[config.mk]
export PLATFORM = sky130hd
export DESIGN_NAME = div_unit
export DESIGN_NICKNAME = d
export VERILOG_FILES = /design/src/rtl/div_unit.sv
export SDC_FILE = /design/constraint.sdc
export NUM_CORES = 1
export LEC_CHECK = 0
export CAP_MARGIN = 25
export CORE_ASPECT_RATIO = 0.75
export CORE_UTILIZATION = 55
export DETAILED_ROUTE_END_ITERATION = 8
export DONT_BUFFER_PORTS = 1
export PLACE_DENSITY = 0.76
export SLEW_MARGIN = 10
export SYNTH_ARGS = -nofsm -noshare
export SYNTH_HDL_FRONTEND = slang
export SYNTH_SLANG_ARGS = --single-unit
[constraint.sdc]
create_clock -name clk -period 8.1 [get_ports clk]
set_clock_uncertainty 0.15 [all_clocks]
set_input_delay 0.81 -clock clk [delete_from_list [all_inputs] [get_ports clk]]
set_output_delay 0.81 -clock clk [all_outputs]
set_load 0.02 [all_outputs]
[src/rtl/div_unit.sv]
// ============================================================================
// Module   : div_unit
// Brief    : Iterative radix-2 restoring divider for RV32M DIV/DIVU/REM/REMU,
//            raising a pipeline stall request while a divide is in flight.
// Revision : 1.0 - initial release
// ============================================================================
`default_nettype none

module div_unit #(
    parameter int XLEN = 32
) (
    input  logic            clk,
    input  logic            rst,
    input  logic            start,
    input  logic [1:0]      funct3,
    input  logic [XLEN-1:0] rs1_data,
    input  logic [XLEN-1:0] rs2_data,
    input  logic            abort,
    output logic            stall_req,
    output logic            busy,
    output logic [XLEN-1:0] result,
    output logic            result_valid
);

    localparam int CNT_W = $clog2(XLEN) + 1;

    localparam logic [1:0]       C_S_IDLE  = 2'd0;
    localparam logic [1:0]       C_S_BUSY  = 2'd1;
    localparam logic [1:0]       C_S_DONE  = 2'd2;
    localparam logic [CNT_W-1:0] C_STEPS   = CNT_W'(XLEN);
    localparam logic [CNT_W-1:0] C_LAST    = CNT_W'(1);
    localparam logic [XLEN-1:0]  C_INT_MIN = {1'b1, {(XLEN-1){1'b0}}};

    logic [1:0]      state_q,        state_d;
    logic [CNT_W-1:0] cnt_q,         cnt_d;
    logic [XLEN-1:0] dvd_q,          dvd_d;
    logic [XLEN-1:0] rem_q,          rem_d;
    logic [XLEN-1:0] dsr_q,          dsr_d;
    logic            is_rem_q,       is_rem_d;
    logic            neg_quo_q,      neg_quo_d;
    logic            neg_rem_q,      neg_rem_d;
    logic [XLEN-1:0] result_q,       result_d;
    logic            result_valid_q, result_valid_d;

    logic            w_is_signed;
    logic            w_is_rem;
    logic            w_rs1_neg;
    logic            w_rs2_neg;
    logic [XLEN-1:0] w_abs1;
    logic [XLEN-1:0] w_abs2;
    logic            w_div0;
    logic            w_ovf;
    logic            w_special;
    logic [XLEN-1:0] w_special_res;
    logic            w_issue;
    logic [XLEN:0]   w_rem_shift;
    logic [XLEN:0]   w_diff;
    logic            w_ge;
    logic [XLEN-1:0] w_rem_step;
    logic [XLEN-1:0] w_quo_step;
    logic [XLEN-1:0] w_final;

    // Operand decode and special-case detection, used only on the issue cycle
    assign w_is_signed   = ~funct3[0];
    assign w_is_rem      = funct3[1];
    assign w_rs1_neg     = w_is_signed & rs1_data[XLEN-1];
    assign w_rs2_neg     = w_is_signed & rs2_data[XLEN-1];
    assign w_abs1        = w_rs1_neg ? -rs1_data : rs1_data;
    assign w_abs2        = w_rs2_neg ? -rs2_data : rs2_data;
    assign w_div0        = (rs2_data == '0);
    assign w_ovf         = w_is_signed & (rs1_data == C_INT_MIN) & (rs2_data == '1);
    assign w_special     = w_div0 | w_ovf;
    assign w_special_res = w_div0 ? (w_is_rem ? rs1_data : '1)
                                  : (w_is_rem ? '0 : C_INT_MIN);
    assign w_issue       = (state_q == C_S_IDLE) & start & ~abort;

    // One restoring step; the extra bit keeps unsigned divisors >= 2^31 exact
    assign w_rem_shift = {rem_q, dvd_q[XLEN-1]};
    assign w_diff      = w_rem_shift - {1'b0, dsr_q};
    assign w_ge        = ~w_diff[XLEN];
    assign w_rem_step  = w_ge ? w_diff[XLEN-1:0] : w_rem_shift[XLEN-1:0];
    assign w_quo_step  = {dvd_q[XLEN-2:0], w_ge};
    assign w_final     = is_rem_q ? (neg_rem_q ? -w_rem_step : w_rem_step)
                                  : (neg_quo_q ? -w_quo_step : w_quo_step);

    always_ff @(posedge clk) begin
        if (rst) begin
            state_q        <= C_S_IDLE;
            cnt_q          <= '0;
            dvd_q          <= '0;
            rem_q          <= '0;
            dsr_q          <= '0;
            is_rem_q       <= 1'b0;
            neg_quo_q      <= 1'b0;
            neg_rem_q      <= 1'b0;
            result_q       <= '0;
            result_valid_q <= 1'b0;
        end else begin
            state_q        <= state_d;
            cnt_q          <= cnt_d;
            dvd_q          <= dvd_d;
            rem_q          <= rem_d;
            dsr_q          <= dsr_d;
            is_rem_q       <= is_rem_d;
            neg_quo_q      <= neg_quo_d;
            neg_rem_q      <= neg_rem_d;
            result_q       <= result_d;
            result_valid_q <= result_valid_d;
        end
    end

    always_comb begin
        state_d = state_q;
        if (abort) begin
            state_d = C_S_IDLE;
        end else begin
            case (state_q)
                C_S_IDLE: if (start)          state_d = w_special ? C_S_DONE : C_S_BUSY;
                C_S_BUSY: if (cnt_q == C_LAST) state_d = C_S_DONE;
                C_S_DONE:                     state_d = C_S_IDLE;
                default:                      state_d = C_S_IDLE;
            endcase
        end
    end

    always_comb begin
        cnt_d          = cnt_q;
        dvd_d          = dvd_q;
        rem_d          = rem_q;
        dsr_d          = dsr_q;
        is_rem_d       = is_rem_q;
        neg_quo_d      = neg_quo_q;
        neg_rem_d      = neg_rem_q;
        result_d       = result_q;
        result_valid_d = 1'b0;

        if (w_issue) begin
            dvd_d     = w_abs1;
            dsr_d     = w_abs2;
            rem_d     = '0;
            cnt_d     = C_STEPS;
            is_rem_d  = w_is_rem;
            neg_quo_d = w_rs1_neg ^ w_rs2_neg;
            neg_rem_d = w_rs1_neg;
            if (w_special) begin
                result_d       = w_special_res;
                result_valid_d = 1'b1;
            end
        end else if ((state_q == C_S_BUSY) && !abort) begin
            dvd_d = w_quo_step;
            rem_d = w_rem_step;
            cnt_d = cnt_q - C_LAST;
            // Sign fix lands on the final step so DONE only has to present it
            if (cnt_q == C_LAST) begin
                result_d       = w_final;
                result_valid_d = 1'b1;
            end
        end
    end

    assign stall_req    = w_issue | ((state_q == C_S_BUSY) & ~abort);
    assign busy         = (state_q != C_S_IDLE);
    assign result       = result_q;
    assign result_valid = result_valid_q;

endmodule

`default_nettype wire

**Yosys cells after proc, flatten, opt, wreduce, memory -nomap -nowiden**

Index checks and enable logic that the tools add are counted.
Widths: inputs -> output; s select.

- Register bits after elaboration: 140
- Input bits: 70
- Output and inout port bits: 35
- Word-level logic and storage cells: 73

- $add $sub $neg: 6
- Equality and inequality tests: 7
- Multiplexer cells: 25
- Bitwise operators: 13
- Reduce and logical (&&, ||, !) cells: 11

Operators by type and width:

| kind | number |
|---|---|
| $mux 32 | 15 |
| $neg 32->32 | 4 |
| $eq 32x32->1 const B | 2 |
| $sub 33x32->33 | 1 |
| $logic_not 32->1 | 1 |
| $mux 6 | 2 |
| $and 1x1->1 | 7 |
| $eq 6x1->1 const B | 1 |
| $mux 2 | 3 |
| $ne 2x2->1 const B | 3 |
| $reduce_bool 2->1 | 3 |
| $sub 6x1->6 const B | 1 |
| $mux 1 | 4 |
| $pmux 2 s2 | 1 |
| $reduce_or 2->1 | 2 |
| $not 1->1 | 3 |
| $reduce_and 3->1 | 1 |
| $eq 2x1->1 const B | 1 |
| $logic_not 2->1 | 1 |
| $or 1x1->1 | 2 |
| $reduce_and 2->1 | 1 |
| $logic_and 1x1->1 | 1 |
| $logic_not 1->1 | 1 |
| $xor 1x1->1 | 1 |

**Longest topological paths before layout**

Gate-level depths: netlist (run 1).

- Word-level depth: 8
- Gate-level depth with buffers: 24
- Gate-level depth less buffers: 21

**Least setup slack after synthesis (run 1)**

No wires, ideal clock.

- Kind: reg-to-reg
- From: register dvd_q[31]
- To: register result_q[30], in the netlist result[30]
- Library setup time: 0.116 ns
- Arrival time: 5.134 ns
- Data required time: 7.834 ns
- Path slack: 2.700 ns
- Stages on the path, launching flop included: 23
- Buffers on the path: 3
- Cell sequence: dfxtp_1 inv_1 ha_1 inv_1 fa_1 a211oi_2 o211ai_2 a21oi_4 o311a_4 a2111o_1 buf_6 buf_2 buf_1 mux2i_1 ha_1 o211ai_1 nor4_2 and3_1 a41oi_2 or4_1 o21ai_2 xnor2_1 a41o_1

- Longest elaborated chain between the ends: 8

RTL lines:

| what | line | RTL |
|---|---|---|
| start: declaration | 36 | `logic [XLEN-1:0] dvd_q, dvd_d;` |
| start signal: assignment | 101 | `dvd_q <= dvd_d;` |
| $sub 33x32->33 | 79 | `assign w_diff = w_rem_shift - {1'b0, dsr_q};` |
| $mux 32 / $not 1->1 (equally long branches) | 81, 80 |  |
| $neg 32->32, on equally long branches | 83, 84 |  |
| $mux 32, on equally long branches | 83, 84 |  |
| $mux 32 (*) | 83 | `assign w_final = is_rem_q ? (neg_rem_q ? -w_rem_step : w_rem_step)` |
| $mux 32 (*) | 154 | `if (cnt_q == C_LAST) begin` |
| $mux 32 (*) | 149 | `end else if ((state_q == C_S_BUSY) && !abort) begin` |
| $mux 32 (*) | 137 | `if (w_issue) begin` |
| end signal: assignment | 107 | `result_q <= result_d;` |
| end: declaration | 42 | `logic [XLEN-1:0] result_q, result_d;` |

Every way passes the cells marked *; elsewhere a longest branch is shown, timed or not. The select of a mux whose other input is x is not followed.
A chain may end at the register's enable or synchronous reset.

**Worst setup path after layout (run 1)**

Ends and elaborated chain as after synthesis.

==> summary.txt, run 1 <==
Logic synthesis
  – Mux share of post-synthesis cell area: around 2.5%
  – Area fraction in compound gates after synthesis: between 20 and 30%
  – Synthesized-area fraction occupied by adder cells: about 4.5%
  – Yosys warns: 0
  – Syn nets: 1678
  – Register area share after synthesis: about a quarter
  – Post-synth ARST share: 0%
  – List of most frequent post-synthesis cells: nand2_1, nor2_1, dfxtp_1, a21oi_1, o21ai_0
  – Main synth FF type: dfxtp_1
  – Main combinational cell family by area after synthesis: compound AO/OA/AOI/OAI gates
  – Post-synthesis cell area: 0.0114 mm^2
  – Yosys top cell by area: dfxtp_1
  – Cell with the most instances after synthesis: nand2_1
  – Synth area leaders: dfxtp_1, xor2_1, a21oi_1, nand2_1, nor2_1
  – EDFF count, synth: 0
  – Synth Instances: 1568
  – Register bit total from synthesis: between 100 and 150
  – Synth cell types: 87
  – Synth top area share: roughly 25%
  – Mean Syn Cell Area: just over 7 um^2
  – Synth Area in Simple Gates: 23.9%
  – XOR/XNOR share of the synthesized area: 9.94%

Power
  – Pwr/cell area: a little under 200 mW/mm^2
  – Part of the power in combinational logic: 34.3%
  – Power, Total: around 2.4 mW
  – Clk pwr share: roughly 34%
  – Power Internal: between 1 and 1.5 mW
  – Switching Share: 38.1%
  – Share of power burned in registers: around a third
  – P_leak: between 4 and 5 nW
  – Peak supply drop: between 0.00015 and 0.0002 V
  – Psw: 0.901 mW

Routing
  – WL per Instance: about 21 um
  – DR pass1 iterations: 6
  – Via count: 12000
  – DR DRC count: 0
  – Initial DRC Count: 1677
  – Routed vias/inst: approximately 6.7
  – Routed WL: 38.0 mm
  – Routed Antenna Nets: 0

Worst setup path
  – Worst setup EP type: flop
  – Critical path startpoint category: flop
  – CP Max Fanout: 22
  – WP data required: about 8300 ps
  – CP arrival: 6020 ps
  – Setup CP Type: reg2reg

Timing
  – Final hold violations: 0
  – Worst Max-Slew Pin Slew: 1030 ps
  – Share of the clock period used by the worst path: approximately 72%
  – TNS Setup: 0 ps
  – Fin. max-slew vios: 0
  – Final setup viols: 0
  – WHS: 286 ps
  – Fin worst setup slack: roughly 2300 ps
  – Post-layout minimum cycle time: roughly 5800 ps
  – Max Clk Rate: about 0.17 GHz
  – RSZ-0062 raised after global routing: false
  – Slew headroom: between 30% and 40%

Clock network
  – Clk buf depth: 2
  – H-tree levels: 4
  – TritonCTS Sinks: 140
  – Post-CTS Setup Bufs: 0
  – Hold_buf cts: 0
  – TritonCTS buffer count: 17
  – Clk root buf: clkbuf_16
  – CTS tree: built
  – PostCTS Resize Cnt: 0
  – Clock transition at path regs: roughly 60 ps
  – Clk_lat worst skew: 450 ps

Global route
  – GRT overflow: 0
  – Largest net degree at the start of global routing: 93
  – Vias in the first global route: between 10000 and 15000
  – All-Layer GR Usage: a little over a third
  – First-pass GRT wire length: slightly below 60 mm
  – Initial antenna violation count: 0

Place
  – IO buf count: 0
  – DP Area: approximately 0.011 mm^2
  – Pre-CTS WS: 2450 ps
  – DP Cell Count: around 1800
  – GP Congestion: just over 1
  – HPWL after DPL: roughly 29 mm

Cells and area
  – Antenna Cells: 0
  – Nets: ~1600
  – FF+latch area: approximately 0.0028 mm^2
  – Fin util: around three fifths
  – Layout area overhead: 6.30%
  – Design area: around 0.012 mm^2
  – Multi-input logic area: approximately 0.0079 mm^2
  – Share of layout cells above drive strength 1: under 10%
  – Post-Layout Cell Count: between 1500 and 2000
  – # fillers: about 1900

Die
  – Floorplan Core Area: 0.0202 mm^2
  – Die height: ~130 um
  – Row cnt: 45
  – IO Pins: approximately 110
  – Starting density of the core: about 56%
  – Die ar.: ~0.021 mm^2
  – Chip width: ~170 um

Run
  – Max-Cap Viols: 0

Worst hold path
  – Tightest Hold Check Type: in2reg

Outcome
  – Status: finished, final reports clean
final cells by class:
type                       count  area share [%]
inverter                      72            2.24
clock buffer                  19            3.75
clock inverter                13            1.18
tap                          258            2.67
timing repair buffer          18            1.24
sequential                   140            23.2
multi-input combinational   1266            65.7
state kept, by name (all words and copies together) (netlist names):
register and count:
dsr_q 32, dvd_q 32, rem_q 32, result 32, cnt_q 6, state_q 2, is_rem_q 1, neg_quo_q 1
neg_rem_q 1, result_valid 1
cell usage in the layout, fill, tap and decap left out, drive strengths merged, types with 23 or more instances in the layout:
master | Yosys | layout
dfxtp | 140 | 140
a22oi | 35 | 35
xor2 | 82 | 82
xnor2 | 47 | 47
mux2i | 27 | 27
nand2 | 179 | 179
nor2 | 164 | 164
a211oi | 64 | 64
nor3 | 45 | 45
nand3 | 30 | 30
o21ai | 106 | 106
inv | 71 | 72
o31ai | 23 | 23
a21oi | 142 | 142
ha | 39 | 39
critical path, cell delays in order (launching register included):
cell,delay (ps)
dfxtp_1,350
inv_1,80
ha_1,190
inv_1,70
fa_1,420
a211oi_2,430
o211ai_2,230
a21oi_4,260
o311a_4,250
a2111o_2,460
mux2i_1,350
ha_1,310
o211ai_1,160
nor4_2,450
and3_1,280
a41oi_2,230
or4_1,580
o21ai_2,140
xnor2_1,90
a41o_1,240
logic make-up after synthesis:
group	count (synthesis)
AO/OA/AOI/OAI	499
XOR/XNOR	129
adder cells (fa/ha/maj)	40
buffers and inverters	162
flip-flops	140
multiplexers	28
AND/OR/NAND/NOR	570
power by group through the flow:
stage / clock, mW / sequential, mW / combinational [mW]
2_1_floorplan: 0 / 0.751 / 0.606
3_3_place_gp: 0 / 0.761 / 0.763
3_5_place_dp: 0 / 0.762 / 0.773
4_1_cts: 0.803 / 0.748 / 0.779
5_1_grt: 0.838 / 0.752 / 0.874
6_report: 0.803 / 0.749 / 0.810
layer usage:
metal,global-route usage (%),wire length [um]
met1,52.7,17100
met5,0,0
met2,50.1,15200
met3,9.73,5230
met4,8.47,518
path summary, 6_finish.rpt:
check,cells after the start,endpoint,start,slack (ps)
max reg2reg,19,result[30],dvd_q[31],2270
min reg2reg,2,dsr_q[22],dsr_q[22],300
min,1,state_q[1],abort,290
max,19,result[30],dvd_q[31],2270
(Power assumes the default switching activity.)
==> inputs of run 2 (changes only) <==
clock period = 5.91 ns   (was 8.1 ns; I/O delays follow)
==> run 2 against run 1 <==
  * Sequential share of layout area shrank 0.067 points
  * Die area did not move
  * Clock-buffer cell count down 1
  * Design area up 0.29%
  * Final cell count grew 0.22%
  * Critical path depth unchanged
  * Maximum frequency increased by 3.5%
  * Combinational power is 38% higher
  * Sequential cell count is the same
  * Setup slack got worse by 2000 ps
  * Non-clock buffer count grew 4
==> summary.txt, run 2 (synthesis gave the netlist of run 1 again) <==
Outcome
  – Status: finished, final reports clean

Worst hold path
  – Tightest Hold Check Type: in2reg

Routing
  – Via count: roughly 12000
  – DR DRC count: 0
  – Routed Antenna Nets: 0
  – Initial DRC Count: 1500
  – DR pass1 iterations: 6
  – WL per Instance: about 21 um
  – Routed vias/inst: about 6.7
  – Routed WL: roughly 38 mm

Clock network
  – Clk_lat worst skew: between 400 and 500 ps
  – Clk buf depth: 2
  – Clk root buf: clkbuf_16
  – TritonCTS Sinks: 140
  – Hold_buf cts: 0
  – CTS tree: built
  – Clock transition at path regs: roughly 70 ps
  – TritonCTS buffer count: 17
  – H-tree levels: 4

Die
  – Row cnt: 45
  – Die height: ~130 um
  – Floorplan Core Area: 0.0202 mm^2
  – IO Pins: around 110
  – Chip width: 168 um
  – Die ar.: 0.0212 mm^2
  – Starting density of the core: a little under three fifths

Global route
  – First-pass GRT wire length: ~59 mm
  – Initial antenna violation count: 1
  – GRT overflow: 0
  – All-Layer GR Usage: approximately 35%
  – Largest net degree at the start of global routing: 94
  – Vias in the first global route: between 10000 and 15000

Power
  – Psw: 1.27 mW
  – Power Internal: between 1.5 and 2 mW
  – Switching Share: about 39%
  – Peak supply drop: between 0.00015 and 0.0002 V
  – Pwr/cell area: 268 mW/mm^2
  – Power, Total: 3.24 mW
  – Clk pwr share: between 30 and 40%
  – Part of the power in combinational logic: between 30% and 40%
  – P_leak: roughly 4.4 nW
  – Share of power burned in registers: a little under a third

Cells and area
  – Most common cell after layout, fill and taps aside: nand2_1
  – Fin util: 59.9%
  – Commonest cells after routing, fill and taps aside: nand2_1, nor2_1, dfxtp_1, a21oi_1, o21ai_0
  – Share of layout cells above drive strength 1: between 5 and 6%
  – # fillers: about 1900
  – Layout area overhead: 6.61%
  – Antenna Cells: 0
  – Post-Layout Cell Count: ~1800
  – Design area: approximately 0.012 mm^2
  – Nets: 1629

Worst setup path
  – Worst r2r src: dvd_q[31]
  – Buf/Inv on CP: 2
  – CP Max Fanout: 7
  – Flop2flop setup slack: 280 ps
  – CP Cell Sequence: inv_1 > ha_1 > inv_1 > fa_1 > a211oi_2 > o211ai_2 > a21oi_4 > o311a_4 > a2111o_2 > mux2i_1 > ha_1 > o211ai_1 > nor4_4 > and3_1 > a41oi_2 > or4_1 > o21ai_2 > xnor2_1 > a41o_1
  – CP delay by family, top: compound AO/OA/AOI/OAI gates
  – CP arrival: between 5000 and 6000 ps
  – Reg-to-reg endpoint: result[30]
  – Crit. path cell count: 19
  – Setup CP Type: reg2reg
  – Worst path slowest cell: a2111o_2
  – Start point of the critical path: dvd_q[31]
  – WP data required: ~6100 ps
  – CP max stage delay: 590 ps
  – Critical Path Sink: result[30]
  – Critical path startpoint category: flop
  – Worst setup EP type: flop
  – R2r worst-path depth: 19

Place
  – GP Congestion: around 0.96
  – IO buf count: 0
  – DP Area: ~0.011 mm^2
  – HPWL after DPL: about 29 mm
  – DP Cell Count: roughly 1800

Timing
  – Share of the clock period used by the worst path: a little over nine tenths
  – Max Clk Rate: approximately 0.18 GHz
  – Post-layout minimum cycle time: between 5000 and 6000 ps
  – Final setup viols: 0
  – WHS: 69.7 ps
  – Slew headroom: between 30% and 40%
  – Fin. max-slew vios: 0
  – Worst Max-Slew Pin Slew: roughly 1000 ps
  – Final hold violations: 0

Run
  – Max-Cap Viols: 0
run 2: area by class of cell:
type	instances	area, um^2	share of cell area (%)
Tap cell	258	323	2.67
Multi-Input combinational cell	1266	7940	65.6
Timing Repair Buffer	22	185	1.53
Clock buffer	18	439	3.63
Sequential cell	140	2800	23.1
Inverter	72	270	2.23
Clock inverter	14	148	1.22
run 2: stage by stage:
stage	TNS, ps	setup slack (ps)
global route	-3.28	-3.28
finish	0	280
global placement	0	519
CTS	0	381
detailed placement	0	437
floorplan	0	510
run 2: repair_timing:
| action | in CTS | in global routing |
|---|---|---|
| endpoints found under the setup margin | 0 | 1 |
| buffers inserted | 0 | 0 |
| hold endpoints to repair | 0 | 0 |
| gates resized for setup | 0 | 1 |
run 2: worst min path at each step:
stage / startpoint / slack, ps / cells after the start / end
detailed placement: dsr_q[31] / 300 / 2 / dsr_q[31]
CTS: rst / 60 / 1 / cnt_q[5]
finish: abort / 70 / 1 / state_q[1]
floorplan: dsr_q[18] / 280 / 2 / dsr_q[18]
global placement: dsr_q[31] / 290 / 2 / dsr_q[31]
global route: rst / 70 / 1 / is_rem_q
run 2: power by group through the flow:
stage	registers, mW	logic (mW)	clock network, mW
2_1_floorplan	1.03	0.830	0
3_3_place_gp	1.04	1.06	0
3_5_place_dp	1.04	1.07	0
4_1_cts	1.02	1.08	1.10
5_1_grt	1.03	1.22	1.14
6_report	1.02	1.12	1.10
run 2: layer usage:
layer,global-route usage [%],wire length [um],vias up
met4,10.0,788,0
met3,10.9,4810,73
met2,49.5,15200,695
met1,51.7,17200,5519
li1,-,-,5659
met5,0,0,-
==> inputs of run 3 (changes only) <==
REMOVE_ABC_BUFFERS = 1   (was unset)
==> run 3 against run 2 <==
  * Utilization fell by 0.093 points
  * Clock power fell by 5%
  * Highest routed layer is now met5
  * Design area fell by 0.16%
  * Wire length fell by 4.9%
==> summary.txt, run 3 (synthesis gave the netlist of run 1 again) <==
Clock network
  – Clk buf depth: 2
  – H-tree levels: 4
  – TritonCTS Sinks: 140
  – Post-CTS Setup Bufs: 0
  – Clk root buf: clkbuf_16
  – TritonCTS buffer count: 17
  – Clk_lat worst skew: between 400 and 500 ps
  – Clock transition at path regs: approximately 60 ps
  – CTS tree: built

Global route
  – Vias in the first global route: 10600
  – All-Layer GR Usage: 34.2%
  – Initial antenna violation count: 0
  – First-pass GRT wire length: between 50 and 60 mm
  – Largest net degree at the start of global routing: between 80 and 90
  – GRT overflow: 0

Timing
  – Worst Max-Slew Pin Slew: 961 ps
  – RSZ-0062 raised after global routing: false
  – Fin. max-slew vios: 0
  – Post-layout minimum cycle time: approximately 5500 ps
  – Fin worst setup slack: roughly 400 ps
  – Slew headroom: approximately 36%
  – Final hold violations: 0
  – Share of the clock period used by the worst path: between 90% and 100%
  – Final setup viols: 0
  – Max Clk Rate: ~0.18 GHz

Routing
  – DR DRC count: 0
  – Initial DRC Count: ~1500
  – Routed WL: between 30 and 40 mm
  – DR pass1 iterations: 6
  – Via count: approximately 12000
  – Routed Antenna Nets: 0
  – Routed vias/inst: around 6.6
  – WL per Instance: around 20 um

Power
  – Peak supply drop: 0.000199 V
  – Power Internal: 1.97 mW
  – Psw: 1.21 mW
  – Share of power burned in registers: between 30% and 40%
  – Switching Share: about two fifths
  – Part of the power in combinational logic: a little over a third
  – P_leak: ~4.4 nW
  – Clk pwr share: 33.1%
  – Pwr/cell area: around 260 mW/mm^2

Place
  – Pre-CTS WS: about 430 ps
  – DP Cell Count: roughly 1800
  – GP Congestion: approximately 0.96
  – IO buf count: 0
  – HPWL after DPL: around 27 mm

Worst setup path
  – CP Max Fanout: 11
  – Worst setup EP type: flop
  – Worst path slowest cell: a2111o_2
  – Buf/Inv on CP: 2
  – CP arrival: 5700 ps
  – CP Cell Sequence: inv_1 > ha_1 > inv_1 > fa_1 > a211oi_4 > o211ai_2 > a21oi_4 > o311a_4 > a2111o_2 > mux2i_2 > ha_1 > o211ai_1 > nor4_4 > and3_1 > a41oi_2 > or4_1 > o21ai_2 > xnor2_1 > a41o_1
  – CP max stage delay: approximately 630 ps
  – WP data required: between 6000 and 7000 ps
  – Setup CP Type: reg2reg
  – Critical path startpoint category: flop
  – CP delay by family, top: compound AO/OA/AOI/OAI gates

Cells and area
  – Post-Layout Cell Count: 1793
  – Multi-input logic area: between 0.007 and 0.008 mm^2
  – Share of layout cells above drive strength 1: between 5 and 6%
  – Layout area overhead: 6.44%
  – Most common cell after layout, fill and taps aside: nand2_1
  – Nets: between 1500 and 2000
  – FF+latch area: 0.00280 mm^2
  – Antenna Cells: 0
  – # fillers: roughly 1900
  – Commonest cells after routing, fill and taps aside: nand2_1, nor2_1, dfxtp_1, a21oi_1, o21ai_0

Die
  – Starting density of the core: a little under three fifths
  – Floorplan Core Area: around 0.020 mm^2
  – Chip width: ~170 um
  – Die ar.: ~0.021 mm^2
  – Die height: ~130 um
  – Row cnt: 45
  – IO Pins: about 110

Worst hold path
  – Tightest Hold Check Type: in2reg

Run
  – Max-Cap Viols: 0

Outcome
  – Status: finished, final reports clean
-- run 3: area by class of cell --
| class | count | area share (%) |
|---|---|---|
| well taps | 258 | 2.67 |
| multi-input cells | 1266 | 65.8 |
| flip-flops and latches | 140 | 23.2 |
| repair buffers | 25 | 1.55 |
| clock buffers | 20 | 3.78 |
| inverters | 72 | 2.23 |
| clock inverters | 12 | 0.807 |
-- run 3: metrics by stage --
| stage | instance area (um^2) | TNS, ps | hold slack [ps] | power (mW) | util [%] |
|---|---|---|---|---|---|
| after floorplan | 11000 | -540170 | 276 | 1.84 | - |
| final | 12100 | 0 | 61.4 | 3.18 | 59.8 |
| after global routing | 12100 | 0 | 56.7 | 3.33 | 59.8 |
| after CTS | 12100 | 0 | 57.3 | 3.14 | 59.7 |
| after detailed placement | 11500 | 0 | 295 | 2.10 | 56.9 |
| after global placement | 11500 | 0 | 289 | 2.09 | 56.9 |
-- run 3: metal layers --
| layer | share of wire, % | vias to the layer above | GRT usage, % | routed length (um) |
|---|---|---|---|---|
| met5 | 0.28 | - | 3.43 | 102 |
| met4 | 2.1 | 2 | 9.44 | 752 |
| met3 | 9.9 | 59 | 9.02 | 3570 |
| met2 | 42 | 550 | 50.4 | 15400 |
| met1 | 45 | 5547 | 48.6 | 16400 |
| li1 | - | 5671 | - | - |
-- run 3: worst paths after layout --
path | slack [ps] | startpoint | to | cells after the start
max | 400 | dvd_q[31] | result[30] | 19
min | 60 | abort | result_valid | 1
max reg2reg | 400 | dvd_q[31] | result[30] | 19
min reg2reg | 300 | dsr_q[31] | dsr_q[31] | 2
-- run 3: power by group through the flow --
stage	clock (mW)	combinational, mW	sequential, mW
2_1_floorplan	0	0.809	1.03
3_3_place_gp	0	1.05	1.04
6_report	1.05	1.10	1.02
4_1_cts	1.05	1.07	1.02
5_1_grt	1.10	1.21	1.03
3_5_place_dp	0	1.06	1.04
-- run 3: timing repair --
item	4_1_cts	5_1_grt
hold buffers	0	0
setup endpoints to repair	0	4
gates resized for setup	0	3
